===== src/rtl/uart_wb_ctrl.sv =====
// uart_wb_ctrl: Wishbone register front-end for a UART tx/rx core pair.
// Holds TX/RX FIFOs, sticky error flags, a control register with IRQ
// enables and flush strobes, and paces TX handoffs with an idle gap.
module uart_wb_ctrl #(
  parameter logic [31:0] BASE_ADDR = 32'h3000_0000,
  parameter int unsigned DATA_W    = 8,
  parameter int unsigned TX_DEPTH  = 16,
  parameter int unsigned RX_DEPTH  = 16,
  parameter int unsigned TX_GAP    = 8
) (
  input  logic              clk,
  input  logic              rst,
  input  logic              i_wb_valid,
  input  logic [31:0]       i_wb_adr,
  input  logic              i_wb_we,
  input  logic [31:0]       i_wb_dat,
  input  logic [3:0]        i_wb_sel,
  output logic              o_wb_ack,
  output logic [31:0]       o_wb_dat,
  input  logic              i_rx_valid,
  input  logic [DATA_W-1:0] i_rx_data,
  input  logic              i_frame_err,
  output logic              o_tx_valid,
  output logic [DATA_W-1:0] o_tx_data,
  input  logic              i_tx_ready,
  input  logic              i_tx_busy,
  output logic              o_irq
);

  localparam int unsigned TX_AW = $clog2(TX_DEPTH);
  localparam int unsigned RX_AW = $clog2(RX_DEPTH);
  localparam int unsigned GAP_W = (TX_GAP > 0) ? $clog2(TX_GAP + 1) : 1;

  typedef enum logic [1:0] {
    REG_RX_DATA = 2'd0,
    REG_TX_DATA = 2'd1,
    REG_STAT    = 2'd2,
    REG_CTRL    = 2'd3
  } reg_off_e;

  // Bus decode
  logic     hit, accept, wr, rd;
  reg_off_e off;

  assign hit    = (i_wb_adr[31:4] == BASE_ADDR[31:4]);
  assign off    = reg_off_e'(i_wb_adr[3:2]);
  assign accept = hit && i_wb_valid && !o_wb_ack;
  assign wr     = accept && i_wb_we;
  assign rd     = accept && !i_wb_we;

  // Control register and strobes
  logic [2:0] ctrl;
  logic       ctrl_we, tx_flush, rx_flush;

  assign ctrl_we  = wr && (off == REG_CTRL) && i_wb_sel[0];
  assign tx_flush = ctrl_we && i_wb_dat[3];
  assign rx_flush = ctrl_we && i_wb_dat[4];

  // RX FIFO state
  logic [DATA_W-1:0] rx_mem [RX_DEPTH];
  logic [RX_AW-1:0]  rx_wp, rx_rp;
  logic [RX_AW:0]    rx_cnt;
  logic              rx_empty, rx_full, rx_push, rx_pop;

  // TX FIFO state
  logic [DATA_W-1:0] tx_mem [TX_DEPTH];
  logic [TX_AW-1:0]  tx_wp, tx_rp;
  logic [TX_AW:0]    tx_cnt;
  logic              tx_empty, tx_full, tx_wr_hit, tx_push, tx_pop;
  logic [GAP_W-1:0]  gap_cnt;

  // Sticky flags: {tx_ovf, frame_err, overrun}
  logic [2:0] sticky, sticky_set, sticky_clr;
  logic [31:0] stat, rdata;

  assign rx_empty = (rx_cnt == '0);
  assign rx_full  = (rx_cnt == (RX_AW+1)'(RX_DEPTH));
  assign tx_empty = (tx_cnt == '0);
  assign tx_full  = (tx_cnt == (TX_AW+1)'(TX_DEPTH));

  // A pop frees the slot in the same edge, so a full FIFO still accepts.
  assign rx_pop  = rd && (off == REG_RX_DATA) && !rx_empty;
  assign rx_push = i_rx_valid && !i_frame_err && (!rx_full || rx_pop) && !rx_flush;

  assign tx_wr_hit = wr && (off == REG_TX_DATA) && i_wb_sel[0];
  assign tx_push   = tx_wr_hit && !tx_full;
  assign tx_pop    = o_tx_valid && i_tx_ready;

  assign o_tx_valid = !tx_empty && (gap_cnt == '0);
  assign o_tx_data  = tx_empty ? '0 : tx_mem[tx_rp];

  // Flush suppresses every RX-side flag event in its cycle.
  assign sticky_set = {tx_wr_hit && tx_full,
                       i_rx_valid && i_frame_err && !rx_flush,
                       i_rx_valid && !i_frame_err && rx_full && !rx_pop && !rx_flush};
  assign sticky_clr = (wr && (off == REG_STAT)) ? i_wb_dat[6:4] : '0;

  assign stat = {8'h00, 8'(tx_cnt), 8'(rx_cnt), i_tx_busy, sticky,
                 tx_full, tx_empty, rx_full, rx_empty};

  // Read mux, sampled into o_wb_dat at the acceptance edge
  always_comb begin
    rdata = '0;
    case (off)
      REG_RX_DATA: begin
        if (!rx_empty) begin
          rdata[31]         = 1'b1;
          rdata[DATA_W-1:0] = rx_mem[rx_rp];
        end
      end
      REG_STAT: rdata = stat;
      REG_CTRL: rdata[2:0] = ctrl;
      default:  rdata = '0;
    endcase
  end

  // Bus response: one-cycle ack with registered read data
  always_ff @(posedge clk) begin
    if (rst) begin
      o_wb_ack <= 1'b0;
      o_wb_dat <= '0;
    end else begin
      o_wb_ack <= accept;
      o_wb_dat <= rd ? rdata : '0;
    end
  end

  // Control register; flush bits are strobes and never stored
  always_ff @(posedge clk) begin
    if (rst) begin
      ctrl <= '0;
    end else if (ctrl_we) begin
      ctrl <= i_wb_dat[2:0];
    end
  end

  // RX storage write
  always_ff @(posedge clk) begin
    if (rx_push) rx_mem[rx_wp] <= i_rx_data;
  end

  // RX pointers and occupancy
  always_ff @(posedge clk) begin
    if (rst || rx_flush) begin
      rx_wp  <= '0;
      rx_rp  <= '0;
      rx_cnt <= '0;
    end else begin
      if (rx_push) rx_wp <= rx_wp + RX_AW'(1);
      if (rx_pop)  rx_rp <= rx_rp + RX_AW'(1);
      case ({rx_push, rx_pop})
        2'b10:   rx_cnt <= rx_cnt + (RX_AW+1)'(1);
        2'b01:   rx_cnt <= rx_cnt - (RX_AW+1)'(1);
        default: rx_cnt <= rx_cnt;
      endcase
    end
  end

  // TX storage write
  always_ff @(posedge clk) begin
    if (tx_push) tx_mem[tx_wp] <= i_wb_dat[DATA_W-1:0];
  end

  // TX pointers and occupancy
  always_ff @(posedge clk) begin
    if (rst || tx_flush) begin
      tx_wp  <= '0;
      tx_rp  <= '0;
      tx_cnt <= '0;
    end else begin
      if (tx_push) tx_wp <= tx_wp + TX_AW'(1);
      if (tx_pop)  tx_rp <= tx_rp + TX_AW'(1);
      case ({tx_push, tx_pop})
        2'b10:   tx_cnt <= tx_cnt + (TX_AW+1)'(1);
        2'b01:   tx_cnt <= tx_cnt - (TX_AW+1)'(1);
        default: tx_cnt <= tx_cnt;
      endcase
    end
  end

  // Inter-byte gap counter: reload on handoff, count down to zero
  always_ff @(posedge clk) begin
    if (rst) begin
      gap_cnt <= '0;
    end else if (tx_pop) begin
      gap_cnt <= GAP_W'(TX_GAP);
    end else if (gap_cnt != '0) begin
      gap_cnt <= gap_cnt - GAP_W'(1);
    end
  end

  // Sticky error flags; a set event overrides a coincident clear
  always_ff @(posedge clk) begin
    if (rst) begin
      sticky <= '0;
    end else begin
      sticky <= (sticky & ~sticky_clr) | sticky_set;
    end
  end

  // Registered level interrupt
  always_ff @(posedge clk) begin
    if (rst) begin
      o_irq <= 1'b0;
    end else begin
      o_irq <= (ctrl[0] && !rx_empty) || (ctrl[1] && tx_empty) || (ctrl[2] && (|sticky));
    end
  end

  logic unused_bits;
  assign unused_bits = ^{i_wb_adr[1:0], i_wb_sel[3:1], i_wb_dat[31:7]};

endmodule

===== config.mk =====
export PLATFORM = sky130hd
export DESIGN_NAME = uart_wb_ctrl
export DESIGN_NICKNAME = d
export VERILOG_FILES = /design/src/rtl/uart_wb_ctrl.sv
export SDC_FILE = /design/constraint.sdc
export NUM_CORES = 1
export LEC_CHECK = 0
export CAP_MARGIN = 10
export CORE_MARGIN = 4
export CORE_UTILIZATION = 54
export CTS_CLUSTER_DIAMETER = 30
export DETAILED_ROUTE_END_ITERATION = 12
export PLACE_DENSITY = 0.83
export SLEW_MARGIN = 30
export SYNTH_ARGS = -nofsm -noshare
export SYNTH_HDL_FRONTEND = slang
export SYNTH_SLANG_ARGS = --single-unit
export TNS_END_PERCENT = 100

===== constraint.sdc =====
create_clock -name clk -period 6.6 [get_ports clk]
set_input_delay 1.32 -clock clk [delete_from_list [all_inputs] [get_ports clk]]
set_output_delay 1.32 -clock clk [all_outputs]
set_load 0.01 [all_outputs]

-- Word level (Yosys, flattened, before mapping)
Memories as Yosys holds them, arrays and structs flattened. A register that Yosys moved wholly into a read port is not among the register bits.
Index checks and enable logic that the tools add are counted.
- register bits: 70
- RAM bits: 256
- word-level logic and storage cells: 115
- memories: 2
- memory list (memory ; depth ; bits a word ; read ports ; clocked after memory_dff ; wr ports ; RTL line ; source):
    rx_mem ; 16 ; 8 ; 1 ; 1 ; 1 ; 60 ; logic [DATA_W-1:0] rx_mem [RX_DEPTH];
    tx_mem ; 16 ; 8 ; 1 ; 1 ; 1 ; 66 ; logic [DATA_W-1:0] tx_mem [TX_DEPTH];
- $add $sub $neg: 9
- eq/ne operators: 10
- multiplexer cells: 18
- bitwise logic cells: 6
- reductions and logical operators: 55
- operators by type and width (kind ; number):
    5-bit one-hot mux with 2 select lines ; 3
    28-bit by 26-bit equality test with 1-bit output, second input constant ; 1
    1-bit logical AND ; 28
    4-bit 2-to-1 mux ; 6
    4-bit by 1-bit adder with 4-bit output, second input constant ; 4
    8-bit 2-to-1 mux ; 2
    5-bit by 1-bit adder with 5-bit output, second input constant ; 2
    5-bit equality test, second input constant ; 2
    5-bit zero test ; 2
    5-bit by 1-bit subtractor with 5-bit output, second input constant ; 2
    1-bit zero test ; 9
    3-bit one-hot mux with 3 select lines ; 1
    3-bit OR reduction ; 3
    2-bit equality test, second input constant ; 4
    2-bit by 1-bit equality test with 1-bit output, second input constant ; 3
    2-bit nonzero test ; 3
    1-bit logical OR ; 5
    1-bit 2-to-1 mux ; 5
    4-bit zero test ; 1
    4-bit nonzero test ; 1
    2-bit OR reduction ; 2
    4-bit by 1-bit subtractor with 4-bit output, second input constant ; 1
    3-bit AND ; 1
    3-bit 2-to-1 mux ; 1
    other kinds (4) ; 6

-- Depth between registers and ports, before layout
Gate-level depths: netlist of the first run.
- depth in word-level cells: 11
- gate-level depth with buffers: 16
- depth with buffers taken out: 13

-- Least setup slack after synthesis of the first run
OpenSTA, ideal clock, no wires.
- kind: input to register
- start: input i_wb_adr[15]
- end: register tx_cnt[4]
- arrival time: 4283 ps
- slack: 2247 ps
- cell stages on the path: 13
- path through: nor4_4 > and4_4 > nand2_4 > or4_4 > buf_6 > buf_8 > ha_1 > fa_1 > a21o_1 > a21oi_1 > xor2_1 > or3_1 > a21oi_1
- word-level cells in the longest chain between the ends: 9
- elaborated cells on any way between the ends: 15
- those cells by class: 3 x eq/ne; 1 x mux; 11 x reduce/logical
- ends and longest elaborated chain (item ; RTL line ; source):
    start, declared ; 14 ; input logic [31:0] i_wb_adr,
    28-bit by 26-bit equality test with 1-bit output * ; 45 ; assign hit = (i_wb_adr[31:4] == BASE_ADDR[31:4]);
    1-bit logical AND * (2 in series) ; 47 ; assign accept = hit && i_wb_valid && !o_wb_ack;
    1-bit logical AND * ; 48 ; assign wr = accept && i_wb_we;
    1-bit logical AND (2 in series) ; 85 ; assign tx_wr_hit = wr && (off == REG_TX_DATA) && i_wb_sel[0];
    1-bit logical AND ; 86 ; assign tx_push = tx_wr_hit && !tx_full;
    2-bit by 1-bit equality test with 1-bit output or 2-bit equality test (tied branches) ; 173 ; case ({tx_push, tx_pop})
    5-bit one-hot mux with 2 select lines or 2-bit nonzero test (tied branches) ; -- ;
    end signal, assigned ; 174 ; 2'b10: tx_cnt <= tx_cnt + (TX_AW+1)'(1);
    end signal, assigned ; 175 ; 2'b01: tx_cnt <= tx_cnt - (TX_AW+1)'(1);
    end signal, assigned ; 176 ; default: tx_cnt <= tx_cnt;
    end, declared ; 68 ; logic [TX_AW:0] tx_cnt;
Every way passes the cells marked *; elsewhere a longest branch is shown, timed or not.
A chain may end at the register's enable or synchronous reset.

-- Worst setup path after layout of the first run
- start: input i_wb_adr[15]
- end: register rx_cnt[4]
- word-level cells in the longest chain between the ends: 11
- elaborated cells on any way between the ends: 19
- those cells by class: 3 x eq/ne; 1 x mux; 15 x reduce/logical
- ends and longest elaborated chain (item ; RTL line ; source):
    28-bit by 26-bit equality test with 1-bit output * ; 45 ;
    1-bit logical AND * (2 in series) ; 47 ;
    1-bit logical AND, on equally long branches ; 49, 48 ;
    1-bit logical AND, on equally long branches (2 in series) ; 82, 55 ;
    1-bit logical OR or 1-bit logical AND (tied branches) ; 83, 57 ;
    1-bit logical AND or 1-bit zero test (tied branches) ; 83 ; assign rx_push = i_rx_valid && !i_frame_err && (!rx_full || rx_pop) && !rx_flush;
    1-bit logical AND ; 83 ;
    2-bit by 1-bit equality test with 1-bit output or 2-bit equality test (tied branches) ; 151 ; case ({rx_push, rx_pop})
    5-bit one-hot mux with 2 select lines or 2-bit nonzero test (tied branches) ; -- ;
    end signal, assigned ; 152 ; 2'b10: rx_cnt <= rx_cnt + (RX_AW+1)'(1);
    end signal, assigned ; 153 ; 2'b01: rx_cnt <= rx_cnt - (RX_AW+1)'(1);
    end signal, assigned ; 154 ; default: rx_cnt <= rx_cnt;
    end, declared ; 62 ; logic [RX_AW:0] rx_cnt;
Marked as above.

==> impl_metrics.env, run 1 <==
export IMPL_reg2reg_slack_ps=2670
export IMPL_crit_fanout=17
export IMPL_synth_area_mux_share_pct=13.7
export IMPL_max_slew_margin_pct=43.9
export IMPL_outcome="completed"
export IMPL_area_delta_synth_final_pct=21.0
export IMPL_p_switching_uw=1060
export IMPL_drtIter0Drc=830
export IMPL_yosysUniqueCellTypes=61
export IMPL_cp_data_arrival_time_ps=5140
export IMPL_fin_tns_setup_ps=0
export IMPL_dieHeight_microns=164
export IMPL_layout_drive_gt1_share_pct=20.7
export IMPL_dr_pass1_iters=5
export IMPL_required_ps=7020
export IMPL_antenna_cells=0
export IMPL_clock_sinks=321
export IMPL_hold_path_class="reg2reg"
export IMPL_cts_buffers=48
export IMPL_grt_pass1_vias=7834
export IMPL_vias_per_cell=6.04
export IMPL_vias=7528
export IMPL_initial_core_util_pct=55.4
export IMPL_wirelength_microns=30100
export IMPL_ys_flop_type="edfxtp_1"
export IMPL_whs_path_depth=1
export IMPL_num_nets_final=993
export IMPL_crit_start="i_wb_adr[15]"
export IMPL_vdd_drop_max_v=0.000231
export IMPL_worstSetupPathType="in2reg"
export IMPL_topRoutingLayerUsed="met4"
export IMPL_globalRouteTotalUtil_pct=22.7
export IMPL_drv_slew=0
export IMPL_met3_length_microns=1920
export IMPL_synthXorXnorAreaFrac_pct=1.40
export IMPL_r2r_end="rx_cnt[4]"
export IMPL_skew_ps=32.4
export IMPL_dpl_hpwl_microns=18100
export IMPL_cts_tree="yes"
export IMPL_synth_edf_count=256
export IMPL_synth_compound_area_share_pct=3.63
export IMPL_clkPwrFrac_pct=50.8
export IMPL_cts_buffer_depth=3
export IMPL_rows=56
export IMPL_syn_inst=775
export IMPL_min_period_ps=4730
export IMPL_pwr_share_seq_pct=45.8
export IMPL_r2r_start="rx_cnt[1]"
export IMPL_drtAntennaViolNets=0
export IMPL_synth_seq_cells=321
export IMPL_r2r_cells=13
export IMPL_setup_violations=0
export IMPL_cts_resized=0
export IMPL_comb_power_share_pct=3.5
export IMPL_grt_pass1_wl_microns=46000
export IMPL_ios=127
export IMPL_max_freq_mhz=212
export IMPL_p_leak_uw=0.00533
export IMPL_swShare_pct=22.0
export IMPL_p_int_uw=3770
export IMPL_wire_per_inst_microns=24.2
export IMPL_power_uw=4840
export IMPL_powerDensity_nw_per_um2=305
export IMPL_netlist_area_sq_um=13100
export IMPL_yosys_area_share_adder_pct=2.06
export IMPL_root_buffer="clkbuf_16"
export IMPL_syn_area_per_cell_sq_um=16.9
export IMPL_ys_warn_count=0
export IMPL_routabilityCongestion=0.779
export IMPL_antenna_found_initial=0
export IMPL_insertion_delay_ps=560
export IMPL_min_to="o_wb_dat[18]"
export IMPL_synthArstFlopShare_pct=0
export IMPL_min_delay_start="tx_cnt[2]"
export IMPL_io_buffers=84
export IMPL_grt_overflow_total=0
export IMPL_synthSimpleGateAreaFrac_pct=7.85
export IMPL_synth_top_family_by_area="multiplexers"
export IMPL_grt_max_degree=33
export IMPL_core_area_sq_um=23700
export IMPL_rsz0062_at_grt="false"
export IMPL_drc=0
export IMPL_post_cts_setup_buffers=0
export IMPL_fillers=1531
export IMPL_clk_pin_slew_ps=60
export IMPL_wl_met1_microns=11300
export IMPL_critPathCaptureType="flip-flop"
export IMPL_cts_htree_levels=2
export IMPL_ctsHoldBuffers=0
export IMPL_wl_met2_microns=16200
export IMPL_hold_viol=0
export IMPL_post_route_period_util_pct=71.6
export IMPL_maxCapViolCount=0
export IMPL_floorplan_die_area_sq_um=26900
export IMPL_worst_pin_slew_ps=841
export IMPL_fp_dieW_microns=164
export IMPL_ys_seq_area_share_pct=68.5
export IMPL_worstSetupStartpointType="primary input"
==> flip-flops by register name, indices dropped and copies added (netlist names), named ones only <==
name      cells
o_wb_ack      1
tx_cnt        5
sticky        3
rx_wp         4
ctrl          3
rx_rp         4
tx_mem      128
tx_rp         4
gap_cnt       4
o_wb_dat     19
rx_cnt        5
o_irq         1
tx_wp         4
rx_mem      128
==> stage by stage <==
step / util [%] / std cells / worst slack, ps / hold WS [ps] / instance area (sq um)
3_5_place_dp: 60.3 / 1157 / 1370 / 505 / 14300
5_1_grt: 67.0 / 1247 / 1690 / 544 / 15900
6_report: 67.0 / 1247 / 1870 / 518 / 15900
3_3_place_gp: 60.3 / 1157 / 1480 / 479 / 14300
4_1_cts: 67.0 / 1247 / 1890 / 516 / 15900
2_1_floorplan: - / 787 / 2250 / 464 / 13200
==> power groups by stage <==
| stage | clock network (uW) | registers (uW) | logic (uW) |
|---|---|---|---|
| finish | 2450 | 2210 | 167 |
| global route | 2580 | 2210 | 184 |
| CTS | 2470 | 2210 | 167 |
| detailed placement | 0 | 2250 | 163 |
| global placement | 0 | 2250 | 155 |
| floorplan | 0 | 2250 | 92.2 |
==> routing by layer <==
layer  track usage, %  vias up
met5                0        -
met4             7.28        0
met3             3.41       60
met2             40.4      363
met1             28.8     3828
li1                 -     3277
==> Yosys cell counts, drive strengths merged (3+ instances only) <==
| library cell | n | share of area, % |
|---|---|---|
| o21ai | 7 | 0.27 |
| nand4 | 7 | 0.33 |
| and3 | 18 | 0.86 |
| nor4 | 21 | 1.1 |
| nor3 | 20 | 0.76 |
| xor2 | 8 | 0.53 |
| mux4 | 72 | 12 |
| xnor2 | 13 | 0.87 |
| mux2i | 17 | 1.3 |
| inv | 21 | 0.60 |
| nand3 | 8 | 0.31 |
| a21oi | 18 | 0.69 |
| edfxtp | 256 | 59 |
| nor4b | 3 | 0.20 |
| nor2 | 40 | 1.1 |
| nor2b | 18 | 0.86 |
| nand2b | 5 | 0.24 |
| dfxtp | 65 | 9.9 |
| nand2 | 13 | 0.43 |
| or3 | 3 | 0.14 |
| a22o | 8 | 0.53 |
| o211ai | 4 | 0.23 |
| a211oi | 11 | 0.71 |
| ha | 20 | 1.9 |
| a21o | 4 | 0.23 |
| clkbuf | 20 | 0.57 |
| or4 | 5 | 0.31 |
| buf | 32 | 1.6 |
| and2 | 11 | 0.52 |
==> placed cells by master, fill, tap and decap left out, drive strengths merged, types with 3 or more instances in the layout <==
master         netlist  routed
a211oi              11      11
a21o                 4       4
a21oi               18      18
a22o                 8       8
and2                11      11
and3                18      18
buf                 32      19
bufinv               0       3
clkbuf              20      55
clkdlybuf4s50        0      84
clkinv               0      17
clkinvlp             0       6
conb                 1      13
dfxtp               65      65
edfxtp             256     256
ha                  20      20
inv                 21      30
mux2i               17      17
mux4                72      72
nand2               13      13
nand2b               5       5
nand3                8       8
nand4                7       7
nor2                40      40
nor2b               18      18
nor3                20      20
nor4                21      21
nor4b                3       3
o211ai               4       4
o21ai                7       7
or3                  3       3
or4                  5       5
xnor2               13      13
xor2                 8       8
==> layout make-up <==
type	count	area, sq um	area share, %
tap	319	399	2.51
multi-input combinational	393	3830	24.1
sequential	321	8990	56.6
inverter	21	78.8	0.496
clock buffer	55	1240	7.79
clock inverter	35	357	2.25
timing repair buffer	103	983	6.19
==> worst max-delay path, stage by stage <==
cell             delay (ps)
clkdlybuf4s50_1         440
nor4_4                  390
and4_4                  330
nand3_1                 220
a211oi_2                750
inv_1                   160
ha_1                    360
xor2_1                  190
ha_1                    230
o211a_1                 210
o31ai_1                 220
a31oi_1                  90
xnor2_1                 170
nor2_1                   50
==> kinds of logic (layout without fill, tap and decap cells) <==
family	after synthesis	count (layout)
XOR/XNOR	21	21
flip-flops	321	321
buffers and inverters	73	214
AO/OA/AOI/OAI	67	67
adder cells (fa/ha/maj)	21	21
multiplexers	90	90
AND/OR/NAND/NOR	181	181
other	1	13
==> worst max path at each step <==
stage,end,depth (start not counted)
after global placement,rx_cnt[4],14
after floorplan,tx_cnt[4],13
final,rx_cnt[4],14
after CTS,rx_cnt[4],14
after detailed placement,rx_cnt[4],14
after global routing,rx_cnt[4],14
(Power assumes the default switching activity.)
==> inputs of run 2 (changes only) <==
==> constraint.sdc (replaced) <==
create_clock -name clk -period 4.9 [get_ports clk]
set_input_delay 0.98 -clock clk [delete_from_list [all_inputs] [get_ports clk]]
set_output_delay 0.98 -clock clk [all_outputs]
set_load 0.01 [all_outputs]
==> run 2 against run 1 <==
Worst hold slack gained 12 ps. Die area did not move. Power grew 41%. Final cell count is 0.88% higher. Critical path depth shrank 9. Critical path type is now reg2out. Largest power group unchanged.
==> impl_metrics.env, run 2 (synthesized netlist as in run 1, its figures left out) <==
export IMPL_num_nets_final=1003
export IMPL_layout_commonest_cell="edfxtp_1"
export IMPL_cts_buffers=49
export IMPL_wire_per_inst_microns=24.8
export IMPL_vdd_drop_max_v=0.000412
export IMPL_rsz0062_at_grt="false"
export IMPL_initial_core_util_pct=55.4
export IMPL_outcome="completed"
export IMPL_largestRegisters="rx_mem x128, tx_mem x128, o_wb_dat x19"
export IMPL_worst_pin_slew_ps=865
export IMPL_routabilityCongestion=0.807
export IMPL_antenna_found_initial=0
export IMPL_critPathCaptureType="primary output"
export IMPL_drc=0
export IMPL_min_period_ps=4190
export IMPL_fin_tns_setup_ps=0
export IMPL_dpl_hpwl_microns=18700
export IMPL_required_ps=3920
export IMPL_hold_path_class="reg2reg"
export IMPL_vias=7632
export IMPL_max_freq_mhz=238
export IMPL_drtIter0Drc=790
export IMPL_drtAntennaViolNets=0
export IMPL_worstSetupPathType="reg2out"
export IMPL_fillers=1507
export IMPL_post_route_period_util_pct=85.6
export IMPL_cts_htree_levels=2
export IMPL_cts_tree="yes"
export IMPL_antenna_cells=0
export IMPL_maxCapViolCount=0
export IMPL_vias_per_cell=6.07
export IMPL_worstSetupStartpointType="flip-flop"
export IMPL_ctsHoldBuffers=0
export IMPL_crit_top_cell="mux4_2"
export IMPL_crit_fanout=12
export IMPL_skew_ps=35.5
export IMPL_floorplan_die_area_sq_um=26900
export IMPL_grt_max_degree=33
export IMPL_root_buffer="clkbuf_16"
export IMPL_wirelength_microns=31200
export IMPL_p_leak_uw=0.00545
export IMPL_powerDensity_nw_per_um2=424
export IMPL_clk_pin_slew_ps=60
export IMPL_dr_pass1_iters=5
export IMPL_grt_overflow_total=0
export IMPL_min_delay_start="sticky[1]"
export IMPL_core_area_sq_um=23700
export IMPL_grt_pass1_wl_microns=47700
export IMPL_dieHeight_microns=164
export IMPL_fp_dieW_microns=164
export IMPL_globalRouteTotalUtil_pct=23.7
export IMPL_dp_cells=1166
export IMPL_cts_buffer_depth=3
export IMPL_grt_pass1_vias=8079
export IMPL_worstPathCellList="buf_4, mux4_2, mux4_2, nor2b_1, clkdlybuf4s50_1"
export IMPL_layout_drive_gt1_share_pct=22.2
export IMPL_area_delta_synth_final_pct=22.8
export IMPL_final_cells=1258
export IMPL_post_cts_setup_buffers=0
export IMPL_final_cell_mix="edfxtp_1, clkdlybuf4s50_1, mux4_2, dfxtp_1, clkbuf_16"
export IMPL_drv_slew=0
export IMPL_cts_resized=0
export IMPL_clock_sinks=321
export IMPL_hold_viol=0
export IMPL_r2r_start="gap_cnt[0]"
export IMPL_cp_slowest_cell="dfxtp_2"
export IMPL_rows=56
export IMPL_cp_slowest_stage_delay_ps=600
export IMPL_io_buffers=84
export IMPL_cp_data_arrival_time_ps=3210
export IMPL_ios=127
export IMPL_insertion_delay_ps=560
export IMPL_max_slew_margin_pct=42.4
export IMPL_setup_violations=0
run 2: layer usage:
metal | global-route usage (%) | part of all wire, % | routed length (microns) | vias up
met5 | 0 | 0 | 0 | -
met4 | 9.68 | 3.6 | 1110 | 0
met3 | 3.89 | 6.3 | 1950 | 79
met2 | 42.3 | 54 | 16700 | 362
met1 | 28.9 | 37 | 11400 | 3886
li1 | - | - | - | 3305
run 2: through the flow:
stage          total power, uW  hold slack (ps)  cell area (sq um)  setup slack [ps]  utilization [%]
2_1_floorplan             3150              464              13200               887                -
4_1_cts                   6850              523              16100               644             68.0
6_report                  6820              531              16100               707             68.0
3_3_place_gp              3250              497              14300               301             60.5
3_5_place_dp              3260              512              14300               270             60.5
5_1_grt                   7020              548              16100               555             68.0
run 2: cell type report:
| class | count | area [sq um] | share of cell area [%] |
|---|---|---|---|
| sequential | 321 | 8990 | 55.8 |
| multi-input combinational | 393 | 3820 | 23.7 |
| clock buffer | 55 | 1340 | 8.34 |
| timing repair buffer | 112 | 1050 | 6.53 |
| clock inverter | 37 | 415 | 2.58 |
| tap | 319 | 399 | 2.48 |
| inverter | 21 | 78.8 | 0.489 |
run 2: final timing paths:
path | endpoint | slack [ps] | cells after the start
worst max-delay path | o_tx_data[3] | 710 | 5
worst min-delay path | sticky[1] | 530 | 2
worst max register to register | tx_cnt[4] | 1320 | 11
worst min register to register | sticky[1] | 530 | 2
run 2: where the power goes:
part           internal (uW)  total, uW  switching (uW)
Clock                   2290       3600            1320
Sequential              2960       2980            17.9
Combinational            101        234             133
Total                   5350       6820            1470
run 2: worst max-delay path: cells and delay by family (launching register included):
kind                   cells  cell delay [ps]
buffers and inverters      2              880
multiplexers               2             1020
AND/OR/NAND/NOR            1              160
flip-flops                 1              600
==> inputs of run 3 (changes only) <==
==> constraint.sdc (replaced) <==
create_clock -name clk -period 4.57 [get_ports clk]
set_input_delay 0.914 -clock clk [delete_from_list [all_inputs] [get_ports clk]]
set_output_delay 0.914 -clock clk [all_outputs]
set_load 0.01 [all_outputs]
==> run 3 against run 2 <==
Flip-flop and latch count stayed put. Count of clock-buffer cells in the layout is 12 higher. Critical endpoint is now o_tx_data[5]. Sequential share of layout area is 0.94 points lower. Register-to-register slack worse by 310 ps. Clock skew is 2.4 ps lower. Largest cell class unchanged. Critical path depth stayed put.
==> impl_metrics.env, run 3 (synthesized netlist as in run 1, its figures left out) <==
export IMPL_finalWorstSetupSlack_ps=425
export IMPL_r2r_end="tx_cnt[4]"
export IMPL_hold_path_class="reg2reg"
export IMPL_cts_buffers=58
export IMPL_ctsHoldBuffers=0
export IMPL_r2r_cells=11
export IMPL_min_delay_start="tx_cnt[2]"
export IMPL_ios=127
export IMPL_crit_fanout=32
export IMPL_critPathCaptureType="primary output"
export IMPL_grt_pass1_vias=8042
export IMPL_cp_slowest_stage_delay_ps=630
export IMPL_worst_pin_slew_ps=828
export IMPL_vias=7674
export IMPL_final_cell_mix="edfxtp_1, clkdlybuf4s50_1, mux4_2, dfxtp_1, clkbuf_16"
export IMPL_dr_pass1_iters=5
export IMPL_wire_per_inst_microns=24.6
export IMPL_insertion_delay_ps=590
export IMPL_drv_slew=0
export IMPL_cts_buffer_depth=3
export IMPL_max_slew_margin_pct=44.8
export IMPL_hold_viol=0
export IMPL_drc=0
export IMPL_worstSetupStartpointType="flip-flop"
export IMPL_fillers=1437
export IMPL_wirelength_microns=31400
export IMPL_max_freq_mhz=241
export IMPL_grt_max_degree=33
export IMPL_root_buffer="clkbuf_16"
export IMPL_initial_core_util_pct=55.4
export IMPL_area_delta_synth_final_pct=24.9
export IMPL_dpl_hpwl_microns=18100
export IMPL_rows=56
export IMPL_routabilityCongestion=0.803
export IMPL_r2r_start="gap_cnt[1]"
export IMPL_clk_pin_slew_ps=50
export IMPL_globalRouteTotalUtil_pct=23.9
export IMPL_antenna_cells=0
export IMPL_setup_violations=0
export IMPL_cts_resized=0
export IMPL_layout_commonest_cell="edfxtp_1"
export IMPL_worstPathCellList="buf_4, mux4_2, mux4_2, nor2b_1, clkdlybuf4s50_1"
export IMPL_drtIter0Drc=870
export IMPL_io_buffers=84
export IMPL_whs_path_depth=1
export IMPL_fin_tns_setup_ps=0
export IMPL_floorplan_die_area_sq_um=26900
export IMPL_dieHeight_microns=164
export IMPL_crit_top_cell="mux4_2"
export IMPL_critPathTopFamily="multiplexers"
export IMPL_cp_depth=5
export IMPL_rsz0062_at_grt="false"
export IMPL_clock_sinks=321
export IMPL_powerDensity_nw_per_um2=476
export IMPL_antenna_found_initial=0
export IMPL_vias_per_cell=6.00
export IMPL_num_nets_final=1014
export IMPL_cts_tree="yes"
export IMPL_worstSetupPathType="reg2out"
export IMPL_grt_overflow_total=0
export IMPL_required_ps=3660
export IMPL_post_route_period_util_pct=90.7
export IMPL_cts_htree_levels=2
export IMPL_cp_slowest_cell="mux4_2"
export IMPL_grt_pass1_wl_microns=48100
export IMPL_layout_drive_gt1_share_pct=22.9
export IMPL_skew_ps=33.1
export IMPL_maxCapViolCount=0
export IMPL_outcome="completed"
export IMPL_min_to="o_wb_dat[18]"
export IMPL_core_area_sq_um=23700
export IMPL_cp_data_arrival_time_ps=3230
export IMPL_reg2reg_slack_ps=1010
export IMPL_post_cts_setup_buffers=0
export IMPL_min_period_ps=4150
export IMPL_vdd_drop_max_v=0.000416
export IMPL_critical_path_buf_inv_count=2
export IMPL_largestRegisters="rx_mem x128, tx_mem x128, o_wb_dat x19"
export IMPL_fp_dieW_microns=164
export IMPL_drtAntennaViolNets=0
export IMPL_pre_cts_ws_ps=46.0
export IMPL_p_leak_uw=0.00556
[run 3: cell types whose count changed in the layout (fill, tap and decap cells not counted), moves of 3 or more]
cell,previous run,this run
clkinvlp_4,6,9
clkinv_2,7,4
clkbuf_16,53,60
clkinv_1,1,4
clkbuf_1,1,7
inv_6,7,10
[run 3: cell type report]
cell class / instances / area [sq um] / share of cell area [%]
Sequential cell: 321 / 8990 / 54.9
Multi-Input combinational cell: 393 / 3820 / 23.3
Clock buffer: 67 / 1530 / 9.32
Timing Repair Buffer: 114 / 1070 / 6.51
Clock inverter: 43 / 500 / 3.05
Tap cell: 319 / 399 / 2.44
Inverter: 21 / 78.8 / 0.481
[run 3: layer usage]
layer  vias to the layer above  track usage [%]  share of wire (%)
met1                      3843             28.2                 35
li1                       3330                -                  -
met5                         -                0                  0
met3                        90             3.94                6.5
met2                       411             42.8                 54
met4                         0             11.6                4.6
[run 3: worst max-delay path by stage]
| stage | slack, ps | endpoint | startpoint |
|---|---|---|---|
| after floorplan | 620 | tx_cnt[4] | i_wb_adr[15] |
| after global placement | 110 | tx_cnt[4] | i_wb_adr[15] |
| after detailed placement | 50 | tx_cnt[4] | i_wb_adr[15] |
| after CTS | 380 | o_tx_data[4] | flip-flop |
| after global routing | 300 | o_tx_data[5] | flip-flop |
| final | 420 | o_tx_data[5] | flip-flop |
[run 3: per-stage QoR]
stage                     total power [uW]  hold slack [ps]  instances  cell area [sq um]  util (%)
after floorplan                       3380              464        787              13200         -
after global placement                3480              486       1168              14400      60.6
after detailed placement              3490              495       1168              14400      60.6
after CTS                             7830              524       1278              16400      69.2
after global routing                  8020              535       1278              16400      69.2
final                                 7810              521       1278              16400      69.2
[run 3: power breakdown]
group          switching (uW)  internal, uW
logic                     141           108
clock network            1570          2790
registers                19.5          3180
total                    1730          6070
